`src/rtl/intc_pkg.sv`:
```
// Shared constants for the vectored interrupt controller: register offsets,
// source-count limit and default vector layout.
package intc_pkg;

  localparam logic [1:0] INTC_MASK      = 2'd0;
  localparam logic [1:0] INTC_PENDING   = 2'd1;
  localparam logic [1:0] INTC_INSERVICE = 2'd2;
  localparam logic [1:0] INTC_STATUS    = 2'd3;

  localparam int unsigned INTC_MAX_IRQ = 8;
  localparam int unsigned INTC_IDX_W   = 3;

  localparam logic [15:0] INTC_VECTOR_BASE   = 16'h0008;
  localparam logic [15:0] INTC_VECTOR_STRIDE = 16'd4;

endpackage

```
`src/rtl/intc_prio_enc.sv`:
```
// Lowest-index-first priority encoder; index is 0 when nothing is requesting.
module intc_prio_enc #(
  parameter int unsigned Width = 8,
  parameter int unsigned IdxW  = 3
) (
  input  logic [Width-1:0] req_i,
  output logic             found_o,
  output logic [IdxW-1:0]  index_o
);

  always_comb begin
    found_o = 1'b0;
    index_o = '0;
    for (int i = 0; i < int'(Width); i++) begin
      if (req_i[i] && !found_o) begin
        found_o = 1'b1;
        index_o = IdxW'(i);
      end
    end
  end

endmodule

```
`src/rtl/interrupt_controller.sv`:
```
// Vectored interrupt controller: edge-latched pending bits, mask, fixed priority,
// in-service tracking. Define INTR_NESTING_EN to allow higher-priority preemption.
module interrupt_controller
  import intc_pkg::*;
#(
  parameter int unsigned NUM_IRQ       = 8,
  parameter logic [15:0] VECTOR_BASE   = INTC_VECTOR_BASE,
  parameter logic [15:0] VECTOR_STRIDE = INTC_VECTOR_STRIDE
) (
  input  logic               clk,
  input  logic               reset,
  input  logic [NUM_IRQ-1:0] irq_src,
  output logic [NUM_IRQ-1:0] irq_clr,
  input  logic               int_enable,
  output logic               irq_req,
  output logic [15:0]        irq_vector,
  input  logic               irq_ack,
  input  logic               irq_reti,
  input  logic [1:0]         reg_addr,
  input  logic [7:0]         reg_wdata,
  input  logic               reg_we,
  output logic [7:0]         reg_rdata
);

  logic [NUM_IRQ-1:0] src_q, pending_q, pending_d, mask_q, mask_d;
  logic [NUM_IRQ-1:0] in_service_q, in_service_d, irq_clr_q, irq_clr_d;
  logic [NUM_IRQ-1:0] rise, eligible, win_oh, isr_oh, clr_mask;
  logic               win_found, isr_found, req_ok, ack_take;
  logic [INTC_IDX_W-1:0] win_idx, isr_idx;

  assign rise     = irq_src & ~src_q;
  assign eligible = pending_q & mask_q;

  intc_prio_enc #(
    .Width (NUM_IRQ),
    .IdxW  (INTC_IDX_W)
  ) u_win_enc (
    .req_i   (eligible),
    .found_o (win_found),
    .index_o (win_idx)
  );

  intc_prio_enc #(
    .Width (NUM_IRQ),
    .IdxW  (INTC_IDX_W)
  ) u_isr_enc (
    .req_i   (in_service_q),
    .found_o (isr_found),
    .index_o (isr_idx)
  );

  always_comb begin
    win_oh = '0;
    isr_oh = '0;
    for (int i = 0; i < int'(NUM_IRQ); i++) begin
      win_oh[i] = (win_idx == INTC_IDX_W'(i));
      isr_oh[i] = isr_found && (isr_idx == INTC_IDX_W'(i));
    end
  end

`ifdef INTR_NESTING_EN
  assign req_ok = !isr_found || (win_idx < isr_idx);
`else
  assign req_ok = !isr_found;
`endif

  assign irq_req    = int_enable && win_found && req_ok;
  assign irq_vector = irq_req ? VECTOR_BASE + 16'(win_idx) * VECTOR_STRIDE : VECTOR_BASE;
  assign ack_take   = irq_ack && irq_req;
  assign irq_clr    = irq_clr_q;

  always_comb begin
    clr_mask = ack_take ? win_oh : '0;
    if (reg_we && reg_addr == INTC_PENDING) begin
      clr_mask = clr_mask | reg_wdata[NUM_IRQ-1:0];
    end
    // A fresh edge beats any clear of the same bit.
    pending_d = (pending_q & ~clr_mask) | rise;

    mask_d = mask_q;
    if (reg_we && reg_addr == INTC_MASK) begin
      mask_d = reg_wdata[NUM_IRQ-1:0];
    end

    // Without nesting at most one bit is set, so popping the top bit clears all.
    in_service_d = in_service_q;
    if (irq_reti) begin
      in_service_d = in_service_d & ~isr_oh;
    end
    if (ack_take) begin
      in_service_d = in_service_d | win_oh;
    end

    irq_clr_d = ack_take ? win_oh : '0;
  end

  always_ff @(posedge clk or posedge reset) begin
    if (reset) begin
      src_q        <= '0;
      pending_q    <= '0;
      mask_q       <= '0;
      in_service_q <= '0;
      irq_clr_q    <= '0;
    end else begin
      src_q        <= irq_src;
      pending_q    <= pending_d;
      mask_q       <= mask_d;
      in_service_q <= in_service_d;
      irq_clr_q    <= irq_clr_d;
    end
  end

  always_comb begin
    reg_rdata = '0;
    unique case (reg_addr)
      INTC_MASK:      reg_rdata[NUM_IRQ-1:0] = mask_q;
      INTC_PENDING:   reg_rdata[NUM_IRQ-1:0] = pending_q;
      INTC_INSERVICE: reg_rdata[NUM_IRQ-1:0] = in_service_q;
      INTC_STATUS:    reg_rdata = {irq_req, 4'b0, win_idx};
      default:        reg_rdata = '0;
    endcase
  end

endmodule

```
`config.mk`:
```
export PLATFORM = sky130hd
export DESIGN_NAME = interrupt_controller
export DESIGN_NICKNAME = d
export VERILOG_FILES = /design/src/rtl/intc_pkg.sv /design/src/rtl/intc_prio_enc.sv /design/src/rtl/interrupt_controller.sv
export SDC_FILE = /design/constraint.sdc
export NUM_CORES = 1
export LEC_CHECK = 0
export CAP_MARGIN = 15
export CORE_UTILIZATION = 51
export CTS_CLUSTER_SIZE = 20
export DETAILED_ROUTE_END_ITERATION = 10
export HOLD_SLACK_MARGIN = 0.06
export PLACE_DENSITY = 0.85
export REMOVE_ABC_BUFFERS = 1
export SETUP_SLACK_MARGIN = 0.05
export SLEW_MARGIN = 20
export SYNTH_ARGS = -nofsm -noshare
export SYNTH_HDL_FRONTEND = slang
export SYNTH_SLANG_ARGS = --single-unit
```
`constraint.sdc`:
```
create_clock -name clk -period 3.49 [get_ports clk]
set_clock_uncertainty 0.2 [all_clocks]
set_input_delay 0.5235 -clock clk [delete_from_list [all_inputs] [get_ports clk]]
set_output_delay 0.5235 -clock clk [all_outputs]
set_load 0.02 [all_outputs]
```
==> results of run 1 <==
-- per-layer routing --
layer	wire length (um)	part of all wire (%)
met1	1900	42
met2	2180	48
met3	336	7.4
met4	112	2.5
met5	0	0
-- cell families (layout without fill, tap and decap cells) --
family	count (synthesis)	count (layout)	synth area share (%)
AO/OA/AOI/OAI	40	40	15.8
buffers and inverters	30	74	7.88
flip-flops	40	40	50.1
multiplexers	16	16	11.0
other	1	12	0.188
AND/OR/NAND/NOR	58	58	15.0
-- synthesized netlist by cell type (2+ instances only) --
cell type,instances,area (um^2)
or3_1,3,18.8
and3_1,3,18.8
nor2_1,3,11.3
buf_4,12,90.1
dfrtp_1,40,1000
o21ai_0,9,45.0
a22o_1,3,26.3
a211oi_1,3,22.5
a32o_1,3,30.0
mux2i_1,4,40.0
mux2_2,8,90.1
inv_1,15,56.3
clkbuf_1,3,11.3
o22ai_1,6,37.5
a22oi_1,2,15.0
nand2b_1,3,18.8
nand4_1,2,12.5
mux4_2,4,90.1
nand2_1,29,109
nor3_1,2,10.0
and2_1,3,18.8
nor2b_1,3,18.8
a21o_1,3,22.5
-- stage by stage --
step                std cells  cell area, um^2  util [%]
global route              288             2580      69.6
finish                    288             2580      69.6
floorplan                 181             1940         -
detailed placement        280             2490      67.1
global placement          280             2490      67.1
CTS                       288             2580      69.6
-- state kept, by name, summed over array words and instances, names as in the netlist --
register,cells
mask_q,8
irq_clr,8
pending_q,8
src_q,8
in_service_q,8
-- power by group through the flow --
stage	Combinational, mW	Clock, mW	Sequential (mW)
2_1_floorplan	0.368	0	0.621
3_3_place_gp	0.576	0	0.631
3_5_place_dp	0.587	0	0.636
4_1_cts	0.591	0.319	0.627
5_1_grt	0.636	0.337	0.642
6_report	0.594	0.311	0.630
-- worst min path at each step --
stage                        start      endpoint  slack [ps]  cells past startpoint
final                     src_q[3]  pending_q[3]         240                      1
after detailed placement  src_q[2]  pending_q[2]         220                      1
after floorplan           src_q[2]  pending_q[2]         210                      1
after CTS                 src_q[3]  pending_q[3]         240                      1
after global placement    src_q[0]  pending_q[0]         210                      1
after global routing      src_q[0]  pending_q[0]         250                      1
-- critical path: stages, from the launching register on --
cell and delay [ps]:
dfrtp_1 450, a222oi_1 430, nand2_1 140, o21a_1 240
mux4_2 490, clkdlybuf4s50_1 560
-- layout make-up --
cell class | count | area share (%)
flip-flops and latches | 40 | 38.7
repair buffers | 51 | 19.1
multi-input cells | 126 | 34.1
clock buffers | 6 | 3.19
inverters | 15 | 2.18
clock inverters | 2 | 0.387
well taps | 48 | 2.32
==> results.json, run 1 <==
{
  "worst_slew_pin_slew_ps": 528,
  "r2r-end": "pending_q[3]",
  "yosysSeqAreaShare_pct": 50.1,
  "diodes": 0,
  "hpwlAfterDp_mm": 3.32,
  "finalHoldViolCount": 0,
  "worst_slack_ps": 155,
  "clk_pin_slew_worst_paths_ps": 70,
  "r2r_slack_ps": 1210,
  "power.leakage_nw": 1.21,
  "powerDensity_nw_per_um2": 594,
  "grt_pass1_vias": 1472,
  "crit_arrival_ps": 2610,
  "start_util_pct": 53.8,
  "drtAntennaViolNets": 0,
  "synthArstFlopShare_pct": 100,
  "swShare_pct": 36.3,
  "cts_sinks": 40,
  "seqCellArea_um2": 1000,
  "met1_usage_pct": 32.3,
  "cts_tree": "yes",
  "drtPass1Iterations": 4,
  "internal_power_mw": 0.978,
  "startpoint_type": "flip-flop",
  "final-max-slew-violation-count": 0,
  "routed_via_density": 5.62,
  "holdWs_ps": 235,
  "std_cell_rows": 22,
  "r2r_cells": 5,
  "ctsResizeCount": 0,
  "synthDistinctLibCells": 42,
  "clk-insertion-delay-late_ps": 290,
  "antenna_found_initial": 0,
  "vias": 1618,
  "syn_avg_cell_area_um2": 10.8,
  "die_area_um2": 4180,
  "fp.dieW_um": 64.6,
  "seq_power_share_pct": 41.0,
  "portBuffers": 44,
  "drt-total-wl_mm": 4.53,
  "ys_seq_elements": 40,
  "die_y_um": 64.6,
  "path_max_fanout": 5,
  "ir_worst_vdd_mv": 0.379,
  "yosys_warnings": 0,
  "p_clk_share_pct": 20.3,
  "place_congestion": 0.970,
  "fmax_ghz": 0.300,
  "final_common_cell": "clkdlybuf4s50_1",
  "final_nets": 263,
  "cts_hold_buf": 0,
  "setup_viol": 0,
  "ioPinCount": 57,
  "slew_headroom_pct": 64.6,
  "fillerInstances": 282,
  "hp-class": "reg2reg",
  "drt_iter0_drc": 106,
  "startpoint": "pending_q[5]",
  "final_layout_size_suffix_gt1_share_pct": 13.8,
  "core_um2": 3720,
  "grt_use_met3_pct": 4.40,
  "grt_pass1_wl_mm": 7.28,
  "drcViolationCount": 0,
  "met2_usage_pct": 37.6,
  "postSynthCellCount": 185,
  "mostFrequentLayoutCells": "clkdlybuf4s50_1 (44), dfrtp_1 (40), nand2_1 (29)",
  "p_comb_share_pct": 38.7,
  "avgRoutedWirePerCell_um": 15.7,
  "post_cts_buffers": 0,
  "fin_crit_sh_pct": 95.6,
  "status": "complete, no violations",
  "rsz0062_at_grt": "false",
  "grt_busiest_layer": "met2",
  "grt_max_degree": 41,
  "crit_type": "reg2out",
  "p_switching_mw": 0.557,
  "finalPower_mw": 1.54,
  "critPathRequiredTime_ps": 2770,
  "cts_max_level": 2,
  "syn-cell-area_um2": 2000,
  "cp-end-kind": "output pin",
  "grt_usage_pct": 24.1,
  "finalCriticalPeriod_ps": 3340,
  "cts_buffers": 5,
  "area_growth_pct": 29.3,
  "synthFlopType": "dfrtp_1",
  "maxCapViolCount": 0,
  "worstReg2RegStart": "pending_q[5]",
  "setup_tns_ps": 0,
  "root_buffer": "clkbuf_8",
  "clockBufferDepth": 2,
  "post-place-ws_ps": 267,
  "grt_overflow": 0,
  "multi_input_area_um2": 882,
  "endpoint": "reg_rdata[7]",
  "synth-edff-count": 0
}
Power figures use the tool's default switching activity.
==> inputs of run 2 (changes only) <==
--- a/config.mk
+++ b/config.mk
@@ -10,10 +10,11 @@
 export CTS_CLUSTER_SIZE = 20
 export DETAILED_ROUTE_END_ITERATION = 10
 export HOLD_SLACK_MARGIN = 0.06
-export PLACE_DENSITY = 0.85
+export PLACE_DENSITY = 0.84
 export REMOVE_ABC_BUFFERS = 1
 export SETUP_SLACK_MARGIN = 0.05
 export SLEW_MARGIN = 20
 export SYNTH_ARGS = -nofsm -noshare
 export SYNTH_HDL_FRONTEND = slang
+export SYNTH_HIERARCHICAL = 1
 export SYNTH_SLANG_ARGS = --single-unit
==> run 2 against run 1 <==
  * Combinational power increased by 19%
  * Area after synthesis increased by 2.6%
  * Register-to-register slack got worse by 250 ps
  * Global-route usage increased by 0.081 points
  * Via count decreased by 1.4%
  * Sequential share of layout area decreased by 0.70 points
  * Fmax increased by 0.30%
  * Critical path type unchanged
  * Largest power group is now combinational cells
==> results.json, run 2 <==
{
  "status": "complete, no violations",
  "synthDistinctLibCells": 36,
  "ctsResizeCount": 0,
  "synth_compound_area_share_pct": 10.9,
  "syn_avg_cell_area_um2": 10.3,
  "startpoint_type": "flip-flop",
  "drtAntennaViolNets": 0,
  "power.leakage_nw": 1.21,
  "fp.dieW_um": 65.4,
  "rsz0062_at_grt": "false",
  "worst_slew_pin_slew_ps": 692,
  "syn-cell-area_um2": 2050,
  "root_buffer": "clkbuf_8",
  "drt-total-wl_mm": 4.46,
  "grt_pass1_wl_mm": 7.57,
  "critPathRequiredTime_ps": 2770,
  "r2r_cells": 8,
  "yosysSeqAreaShare_pct": 48.8,
  "synthAdderAreaFrac_pct": 0.610,
  "cp-end-kind": "output pin",
  "cts_buffers": 5,
  "path_buf_inv": 1,
  "synth_top_area_share_pct": 48.8,
  "synthArstFlopShare_pct": 100,
  "synth_top_cells_by_count": "dfrtp_1 (40), nand2_1 (22), inv_1 (19)",
  "mostFrequentLayoutCells": "clkdlybuf4s50_1 (43), dfrtp_1 (40), nand2_1 (22)",
  "final-max-slew-violation-count": 0,
  "cts_max_level": 2,
  "slowest_delay_ps": 550,
  "clk-insertion-delay-late_ps": 290,
  "clk_pin_slew_worst_paths_ps": 80,
  "final_nets": 272,
  "drcViolationCount": 0,
  "fmax_ghz": 0.301,
  "cts_tree": "yes",
  "drtPass1Iterations": 4,
  "crit_arrival_ps": 2600,
  "crit_slowest_cell": "clkdlybuf4s50_1",
  "synthXorXnorAreaFrac_pct": 0,
  "synth_most_common_cell": "dfrtp_1",
  "hp-class": "in2async",
  "yosys_warnings": 6,
  "synth_top_family_by_area": "simple AND/OR/NAND/NOR gates",
  "grt_max_degree": 39,
  "crit_type": "reg2out",
  "routed_via_density": 5.39,
  "synth-edff-count": 0,
  "antenna_found_initial": 0,
  "worstReg2RegStart": "pending_q[6]",
  "postSynthCellCount": 199,
  "cts_sinks": 40,
  "start_util_pct": 54.4,
  "diodes": 0,
  "grt_usage_pct": 24.2,
  "ioPinCount": 57,
  "core_um2": 3770,
  "place_congestion": 0.889,
  "grt_pass1_vias": 1595,
  "synth_mux_area_share_pct": 10.7,
  "slew_headroom_pct": 53.3,
  "ys_seq_elements": 40,
  "setup_viol": 0,
  "avgRoutedWirePerCell_um": 15.1,
  "std_cell_rows": 22,
  "fin_crit_sh_pct": 95.3,
  "hpwlAfterDp_mm": 3.32,
  "die_area_um2": 4280,
  "post_cts_buffers": 0,
  "synthFlopType": "dfrtp_1",
  "r2r-end": "pending_q[1]",
  "die_y_um": 65.4,
  "vias": 1596,
  "finalCriticalPeriod_ps": 3330,
  "portBuffers": 44,
  "drt_iter0_drc": 102,
  "yosysTopAreaCell": "dfrtp_1",
  "ir_worst_vdd_mv": 0.397,
  "path_cells": "and2_1, nor4_4, and3b_1, mux4_2, clkdlybuf4s50_1",
  "synth.area.top_cells": "dfrtp_1 (49%), buf_4 (4.4%), mux2_2 (4.4%)",
  "synthSimpleGateAreaFrac_pct": 19.3,
  "post-route-util_pct": 69.8,
  "final_layout_size_suffix_gt1_share_pct": 11.7,
  "final_common_cell": "clkdlybuf4s50_1",
  "finalHoldViolCount": 0,
  "clockBufferDepth": 2,
  "maxCapViolCount": 0,
  "grt_overflow": 0,
  "path_delay_family": "simple AND/OR/NAND/NOR gates",
  "powerDensity_nw_per_um2": 653,
  "path_max_fanout": 9,
  "setup_tns_ps": 0,
  "area_growth_pct": 28.3,
  "r2r_slack_ps": 960,
  "cts_hold_buf": 0
}
-- run 2: cell types whose count changed after synthesis, moves of 4 or more --
| cell | change |
|---|---|
| inv_1 | +4 |
| and2_1 | +8 |
| nand2_1 | -7 |
| o21ai_0 | +6 |
| nor2_1 | +4 |
| o22ai_1 | -4 |
-- run 2: area by class of cell --
| class | instances | area [um^2] |
|---|---|---|
| Fill cell | 297 | 1140 |
| Inverter | 19 | 71.3 |
| Timing Repair Buffer | 49 | 480 |
| Sequential cell | 40 | 1000 |
| Clock buffer | 5 | 68.8 |
| Clock inverter | 3 | 46.3 |
| Tap cell | 48 | 60.1 |
| Multi-Input combinational cell | 132 | 905 |
-- run 2: worst max path at each step --
stage | from | endpoint | slack [ps] | depth (start not counted)
after floorplan | mask_q[4] | irq_vector[4] | 850 | 6
after global placement | reg_addr[0] | reg_rdata[2] | 470 | 4
after detailed placement | reg_addr[0] | reg_rdata[2] | 480 | 4
after CTS | mask_q[4] | reg_rdata[7] | 90 | 6
after global routing | mask_q[4] | reg_rdata[2] | 50 | 5
final | mask_q[4] | reg_rdata[2] | 160 | 5
-- run 2: report_power, final --
group	switching [mW]	internal, mW	total, mW
Clock	0.166	0.215	0.381
Combinational	0.380	0.328	0.707
Sequential	0.0831	0.547	0.630
Total	0.629	1.09	1.72
-- run 2: cells by family (layout without fill, tap and decap cells) --
kind of cell / after synthesis / after routing
compound gates: 34 / 34
flops: 40 / 40
other cells: 1 / 12
mux: 16 / 16
simple gates: 69 / 69
buf+inv: 38 / 76
fa+ha+maj: 1 / 1
-- run 2: metal layers --
| metal | share of wire, % | track usage, % |
|---|---|---|
| met4 | 1.6 | 9.51 |
| met2 | 49 | 39.3 |
| met5 | 0 | 0 |
| met1 | 43 | 31.5 |
| met3 | 6.0 | 5.03 |
-- run 2: worst register-to-register path, cell delays in order (launching register included) --
cell	delay, ps
dfrtp_1	390
and2_1	210
inv_1	70
a21oi_1	50
o41ai_1	440
buf_4	250
nand2b_1	60
or3b_1	450
a32o_1	290
-- run 2: per-stage QoR --
step                      worst slack [ps]  instances  area, um^2  hold WS (ps)  total power, mW
final                                  164        296        2630           184             1.72
after global routing                  52.7        296        2630           200             1.83
after CTS                             86.4        296        2620           184             1.72
after detailed placement               479        288        2510           227             1.33
after global placement                 469        288        2510           213             1.31
after floorplan                        852        191        1970           210             1.08
==> inputs of run 3 (changes only) <==
--- a/config.mk
+++ b/config.mk
@@ -13,7 +13,6 @@
 export PLACE_DENSITY = 0.84
 export REMOVE_ABC_BUFFERS = 1
 export SETUP_SLACK_MARGIN = 0.05
-export SLEW_MARGIN = 20
 export SYNTH_ARGS = -nofsm -noshare
 export SYNTH_HDL_FRONTEND = slang
 export SYNTH_HIERARCHICAL = 1
==> results of run 3 <==
The final DEF is identical to that of run 2; final timing and power are the same.
